`src/rtl/calc_pkg.sv`:
```
// Shared calculator constants, FSM encodings and the BCD digit-count sizing check.
package calc_pkg;

    localparam int ALU_W = 8;
    localparam int BCD_W = 4;

    typedef enum logic {
        ST_IDLE  = 1'b0,
        ST_SHIFT = 1'b1
    } state_t;

    // True when `digits` decimal digits can hold the largest `width`-bit unsigned value.
    function automatic bit digits_ok(input int width, input int digits);
        longint unsigned p = 1;
        longint unsigned maxv;
        for (int i = 0; i < digits; i++) p = p * 10;
        maxv = (64'd1 << width) - 64'd1;
        return p > maxv;
    endfunction

endpackage

```
`src/rtl/bcd_add3.sv`:
```
// Double-dabble digit correction: a BCD digit of 5 or more gets +3 before the shift.
module bcd_add3
    import calc_pkg::*;
(
    input  logic [BCD_W-1:0] din,
    output logic [BCD_W-1:0] dout
);

    assign dout = (din >= 4'd5) ? din + 4'd3 : din;

endmodule

```
`src/rtl/bin2bcd_seq.sv`:
```
// Sequential shift-add-3 binary-to-BCD converter with optional two's-complement input.
// One bit per cycle; result and sign are registered on the final shift together with done.
module bin2bcd_seq
    import calc_pkg::*;
#(
    parameter int WIDTH  = ALU_W,
    parameter int DIGITS = 3
) (
    input  logic                    clk,
    input  logic                    rst_n,
    input  logic                    start,
    input  logic                    signed_mode,
    input  logic [WIDTH-1:0]        bin,
    output logic                    busy,
    output logic                    done,
    output logic                    neg,
    output logic [BCD_W*DIGITS-1:0] bcd
);

    localparam int BW    = BCD_W * DIGITS;
    localparam int CNT_W = $clog2(WIDTH + 1);

    if (!digits_ok(WIDTH, DIGITS)) begin : g_bad_digits
        $error("bin2bcd_seq: DIGITS too small for WIDTH");
    end

    state_t           state, state_nxt;
    logic [CNT_W-1:0] cnt;
    logic [WIDTH-1:0] mag;
    logic [BW-1:0]    bcd_work;
    logic [BW-1:0]    bcd_adj;
    logic [BW-1:0]    work_nxt;
    logic             sign_latch;
    logic             last_shift;
    logic             load_neg;

    // Per-digit +3 correction applied ahead of every shift
    for (genvar g = 0; g < DIGITS; g++) begin : g_digit
        bcd_add3 u_add3 (
            .din  (bcd_work[g*BCD_W +: BCD_W]),
            .dout (bcd_adj[g*BCD_W +: BCD_W])
        );
    end

    // Next BCD accumulator: corrected digits shifted left, taking the magnitude MSB in
    assign work_nxt   = {bcd_adj[BW-2:0], mag[WIDTH-1]};
    assign last_shift = (cnt == CNT_W'(WIDTH - 1));
    assign load_neg   = signed_mode & bin[WIDTH-1];
    assign busy       = (state == ST_SHIFT);

    // State register
    always_ff @(posedge clk) begin
        if (!rst_n) state <= ST_IDLE;
        else        state <= state_nxt;
    end

    // Next-state: IDLE waits for start, SHIFT runs WIDTH cycles then returns
    always_comb begin
        state_nxt = state;
        case (state)
            ST_IDLE:  if (start)      state_nxt = ST_SHIFT;
            ST_SHIFT: if (last_shift) state_nxt = ST_IDLE;
            default:                  state_nxt = ST_IDLE;
        endcase
    end

    // Datapath: operand load, shift/correct loop and result registers
    always_ff @(posedge clk) begin
        if (!rst_n) begin
            cnt        <= '0;
            mag        <= '0;
            bcd_work   <= '0;
            sign_latch <= 1'b0;
            done       <= 1'b0;
            neg        <= 1'b0;
            bcd        <= '0;
        end else begin
            done <= 1'b0;
            case (state)
                ST_IDLE: begin
                    if (start) begin
                        cnt        <= '0;
                        bcd_work   <= '0;
                        sign_latch <= load_neg;
                        mag        <= load_neg ? (~bin + WIDTH'(1)) : bin;
                    end
                end
                ST_SHIFT: begin
                    bcd_work <= work_nxt;
                    mag      <= mag << 1;
                    cnt      <= cnt + CNT_W'(1);
                    if (last_shift) begin
                        bcd  <= work_nxt;
                        neg  <= sign_latch;
                        done <= 1'b1;
                    end
                end
                default: ;
            endcase
        end
    end

endmodule

```
`config.mk`:
```
export PLATFORM = sky130hd
export DESIGN_NAME = bin2bcd_seq
export DESIGN_NICKNAME = d
export VERILOG_FILES = /design/src/rtl/calc_pkg.sv /design/src/rtl/bcd_add3.sv /design/src/rtl/bin2bcd_seq.sv
export SDC_FILE = /design/constraint.sdc
export NUM_CORES = 1
export LEC_CHECK = 0
export ABC_CLOCK_PERIOD_IN_PS = 3000
export CAP_MARGIN = 20
export CORE_MARGIN = 4
export CORE_UTILIZATION = 57
export DETAILED_ROUTE_END_ITERATION = 10
export PLACE_DENSITY = 0.82
export RECOVER_POWER = 50
export SLEW_MARGIN = 10
export SYNTH_ARGS = -nofsm -noshare
export SYNTH_HDL_FRONTEND = slang
export SYNTH_SLANG_ARGS = --single-unit
export TNS_END_PERCENT = 5
```
`constraint.sdc`:
```
create_clock -name clk -period 3 [get_ports clk]
set_clock_uncertainty 0.05 [all_clocks]
set_input_delay 0.3 -clock clk [delete_from_list [all_inputs] [get_ports clk]]
set_output_delay 0.3 -clock clk [all_outputs]
set_load 0.01 [all_outputs]
```
# After elaboration in Yosys (flattened, before gate mapping)
# Cells that the tools add are included.
# word_totals
word_cells	38
regBits	40
out_inout_bits	15
# op_classes
n_eq_ne	2
order_cmp	3
reduce_logical	3
mux	14
n_bitwise	3
addsub	5
# op_table
op	n
case mux 12 bit (2 select lines)	1
2-to-1 mux 8 bit	2
case mux 8 bit (2 select lines)	1
>= comparator 4 x 3 -> 1 bit, second input constant	3
2-to-1 mux 12 bit	1
2-to-1 mux 4 bit	3
adder 4 x 2 -> 4 bit, second input constant	2
adder 8 x 1 -> 8 bit, second input constant	1
inverter 8 bit	1
case mux 4 bit (2 select lines)	1
AND reduction 2 bit	3
adder 4 x 1 -> 4 bit, second input constant	1
== test 4 x 3 -> 1 bit, second input constant	1
adder 3 x 2 -> 3 bit, second input constant	1
2-to-1 mux 1 bit	3
2-to-1 mux 3 bit	1
!= test 2 bit, second input constant	1
case mux 1 bit (2 select lines)	1
AND 1 bit	1
inverter 1 bit	1

# Logic depth before layout (Yosys ltp)
# logic_depth
word_depth	5
mapped_depth	6
mapped_depth_nobuf	6

# By module
# From an unflattened synthesis, not the netlist that was laid out.
# unflattened
hier_cells	225
hier_area_um2	1946.9
# by_module_without_submodules
module	seq_area_each_um2	area_each_um2	cells_per_inst	n_inst
bin2bcd_seq	800.8	1642.8	177	1
bcd_add3	0.0	101.3	16	3

# Worst setup path before layout
# No wires, ideal clock.
# synth_path
kind	reg2reg
from	register bcd_work[4]
to	register bcd_work[6]
arrival_time_ps	1354
n_path_buf	0
setup_ps	92
slack_ps	1503
period_less_slack_ps	1497
required_time_ps	2858
stages_incl_launch_ff	7
cell_sequence	dfxtp_1 -> inv_1 -> ha_1 -> nor2b_1 -> o21ba_2 -> mux2_2 -> o32ai_1
# synth_via
elab_chain_cells	3
elab_cells_between_ends	4
# synth_rtl
item	line_no	text
start: declaration	bin2bcd_seq.sv:30	logic [BW-1:0] bcd_work;
start signal: assignment	bin2bcd_seq.sv:89	bcd_work <= work_nxt;
adder 4 x 2 -> 4 bit / >= comparator 4 x 3 -> 1 bit (equally long branches)	bcd_add3.sv:9	assign dout = (din >= 4'd5) ? din + 4'd3 : din;
2-to-1 mux 4 bit (*)	bcd_add3.sv:9	
case mux 12 bit (2 select lines) (*)	bin2bcd_seq.sv:79	case (state)
# Mark *: on every way between the ends. The rest lies on a longest branch, timed or not.
# A chain may end at the register's enable or synchronous reset.

# Final worst setup path
# layout_path
from	register state, in the netlist busy
to	output port busy
# layout_lines
item	line_no	text
start: declaration	bin2bcd_seq.sv:27	state_t state, state_nxt;
start signal: assignment	bin2bcd_seq.sv:54	else state <= state_nxt;
end: declaration	bin2bcd_seq.sv:14	output logic busy,
# No word-level cell between the ends.

==> results.py <==
metrics = {
    "worst_setup_path": {
        "critPathBufInv": 1,
        "worstReg2RegStart": "bcd_work[0]$_SDFFE_PN0P_",
        "cp_cell_sequence": "clkdlybuf4s50_1",
        "worstPathRequired_ns": 2.65,
        "reg2reg_setup_slack_ns": 1.29,
        "worstReg2RegEnd": "bcd_work[2]$_SDFFE_PN0P_",
        "cp-end-kind": "output pin",
        "critPathMaxFanout": 12,
        "critPathLaunchType": "register",
        "crit_type": "register to output pin",
        "rr_worst_depth": 6,
        "critical_path.top_delay_family": "buffers and inverters",
        "worstPathArrival_ns": 1.51,
        "max_stage_delay_ns": 0.61,
        "cpMaxStageDelayCell": "clkdlybuf4s50_1",
    },
    "die": {
        "die_w_um": 65.56,
        "die_area_um2": 4297,
        "start_util_pct": 60.85,
        "io_pins": 27,
        "rows": 20,
        "design.core.area_um2": 3103,
        "dieHeight_um": 65.56,
    },
    "grt": {
        "grt_pass1_wl_mm": 6.720,
        "track_usage_pct": 20.01,
        "overflow": 0,
        "grt_pass1_vias": 1538,
        "antenna_found_initial": 0,
        "grt_start_max_net_pins": 35,
    },
    "sta": {
        "setup_viol": 0,
        "max_freq_ghz": 0.5390,
        "fin_crit_sh_pct": 61.84,
        "worst_slack_ns": 1.145,
        "rsz0062_at_grt": "no",
        "period_needed_ns": 1.855,
        "max-slew-margin-rel_pct": 59.50,
        "worst_pin_slew_ns": 0.6055,
        "drv_slew": 0,
        "setup-tns-final_ns": 0,
        "final-hold-violation-count": 0,
    },
    "routing": {
        "wl_per_cell_um": 13.03,
        "postRouteAntennaNets": 0,
        "wl_mm": 3.766,
        "drt-initial-drc-count": 112,
        "dr_total_vias": 1601,
        "avgViaCountPerCell": 5.540,
        "dr.pass1.iters": 4,
        "drc": 0,
    },
    "final_layout": {
        "drive_gt1_share_pct": 7.347,
        "regArea_um2": 800.8,
        "n_fill_cell": 249,
        "diodes": 0,
        "area_growth_syn_to_layout_pct": 20.34,
        "multi_input_area_um2": 985.9,
        "fin_nets": 264,
    },
    "synth": {
        "ys_dominant_reg_cell": "dfxtp_1",
        "avgSynthCellArea_um2": 8.661,
        "yosys.area.top_type": "dfxtp_1",
        "synth_nets": 238,
        "ys_ff_latch": 40,
        "synth_area_leaders": "dfxtp_1 (42%), a21oi_1 (5.8%), ha_1 (5.3%), nor3b_1 (5.2%), o21ai_0 (4.8%)",
        "netlist_area_um2": 1888,
        "async_flop_share_pct": 0,
        "syn_inst": 218,
        "synth_edf_count": 0,
        "yosysMostFrequentCell": "dfxtp_1",
        "ys_types": 38,
        "yosys_warnings": 0,
        "ys_seq_area_share_pct": 42.41,
        "synth_top_area_share_pct": 42.41,
        "synth.top_cells.by_count": "dfxtp_1 (40), a21oi_1 (22), nand2_1 (20)",
    },
    "power_and_ir_drop": {
        "p_per_area_nw_per_um2": 454.0,
        "irDropWorstVdd_v": 0.0002853,
        "p_leak_uw": 0.0008356,
    },
    "clock_network": {
        "cts_root_buffer": "clkbuf_4",
        "cts_tree": "built",
        "cts.hold.buffers_added": 0,
        "cts_setup_buffers": 0,
        "cts_inserted_buffers": 5,
        "clkTransAtPathRegs_ns": 0.12,
        "clk_path_buf_depth": 2,
        "cts_sinks": 40,
        "htreeDepth": 2,
        "clkLatencyLatePin_ns": 0.35,
        "post_cts_resized": 0,
    },
    "run": {
        "drv_cap": 0,
    },
    "run_status": {
        "status": "completed",
    },
    "worst_hold_path": {
        "holdPathStages": 2,
        "holdPathEnd": "bcd[8]$_SDFFE_PN0P_",
        "hold_path.class": "register to register",
        "holdCritStartpoint": "bcd[8]$_SDFFE_PN0P_",
    },
    "placed_design": {
        "gp_congestion": 0.8071,
        "portBuffers": 26,
        "post-dp-hpwl_mm": 2.738,
        "dp_slack_ns": 1.015,
    },
}
## through the flow
step | utilization, % | hold WS, ns | std cells | total power, µW | cell area [µm²]
2_1_floorplan | - | 0.3822 | 218 | 620.2 | 1888
3_3_place_gp | 70.16 | 0.3763 | 281 | 652.1 | 2177
3_5_place_dp | 70.16 | 0.3824 | 281 | 654.0 | 2177
4_1_cts | 73.23 | 0.3977 | 289 | 1041 | 2272
5_1_grt | 73.23 | 0.4123 | 289 | 1074 | 2272
6_report | 73.23 | 0.3908 | 289 | 1031 | 2272
## cells in the final DEF (no fill, tap or decap), types with 2 or more instances in the layout
| cell | synthesis | routed |
|---|---|---|
| a21oi_1 | 22 | 22 |
| a22o_1 | 2 | 2 |
| and2_1 | 3 | 3 |
| buf_4 | 1 | 3 |
| clkbuf_4 | 0 | 5 |
| clkbuf_8 | 0 | 2 |
| clkdlybuf4s50_1 | 0 | 13 |
| dfxtp_1 | 40 | 40 |
| dlygate4sd3_1 | 0 | 13 |
| ha_1 | 8 | 8 |
| inv_1 | 13 | 13 |
| mux2_2 | 3 | 3 |
| mux2i_1 | 3 | 3 |
| nand2_1 | 20 | 20 |
| nand2b_1 | 4 | 4 |
| nand3_1 | 4 | 4 |
| nor2_1 | 12 | 12 |
| nor2b_1 | 2 | 2 |
| nor3_1 | 5 | 5 |
| nor3b_1 | 13 | 13 |
| o21ai_0 | 18 | 19 |
| o21ai_1 | 3 | 2 |
| o22ai_1 | 4 | 4 |
| o32ai_1 | 6 | 6 |
| or3_1 | 2 | 2 |
| xnor2_1 | 6 | 6 |
| xor2_1 | 2 | 2 |
## how the worst max path moves through the flow
stage | slack (ns) | end | from | cells after the start
4_1_cts | 1.13 | busy | busy$_SDFF_PN0_ | 1
6_report | 1.14 | busy | busy$_SDFF_PN0_ | 1
2_1_floorplan | 1.50 | bcd_work[6]$_SDFFE_PN0P_ | bcd_work[4]$_SDFFE_PN0P_ | 6
5_1_grt | 1.05 | busy | busy$_SDFF_PN0_ | 1
3_5_place_dp | 1.02 | mag[2]$_SDFFE_PN0P_ | bin[0] | 7
3_3_place_gp | 1.07 | mag[2]$_SDFFE_PN0P_ | bin[0] | 7
## flip-flops by register name, indices dropped and copies added, names as in the netlist
name and cells:
bcd 12, bcd_work 12, busy 1, cnt 4
done 1, mag 8, neg 1, sign_latch 1
## logic make-up after synthesis
| group | Yosys count | share of synthesized area [%] |
|---|---|---|
| AO/OA/AOI/OAI | 63 | 20.41 |
| XOR/XNOR | 8 | 3.711 |
| AND/OR/NAND/NOR | 69 | 19.42 |
| buffers and inverters | 24 | 5.368 |
| flip-flops | 40 | 42.41 |
| adder cells (fa/ha/maj) | 8 | 5.302 |
| multiplexers | 6 | 3.380 |
## tightest hold or removal path, stage by stage (launching register included)
cell,delay (ns)
dfxtp_1,0.32
nand2_1,0.05
nand2_1,0.04
## power by group
group | switching [µW] | total, µW | internal, µW
sequential | 8.63 | 550 | 542
combinational | 50.0 | 91.5 | 41.5
clock | 168 | 390 | 221
total | 227 | 1030 | 805
## layer usage
layer / part of all wire, % / routed length, µm / track usage (%)
met1: 48 / 1808 / 24.97
met2: 46 / 1737 / 33.25
met3: 4.9 / 185 / 5.641
met4: 0.93 / 35 / 6.218
met5: 0 / 0 / 0
## final cells by class
cell class	instances	share of cell area [%]
sequential	40	35.24
multi-input combinational	154	43.39
clock buffer	7	2.863
tap	44	2.423
timing repair buffer	29	12.44
clock inverter	1	1.322
inverter	14	2.313
Note: power is estimated with default switching activity, not from simulation.
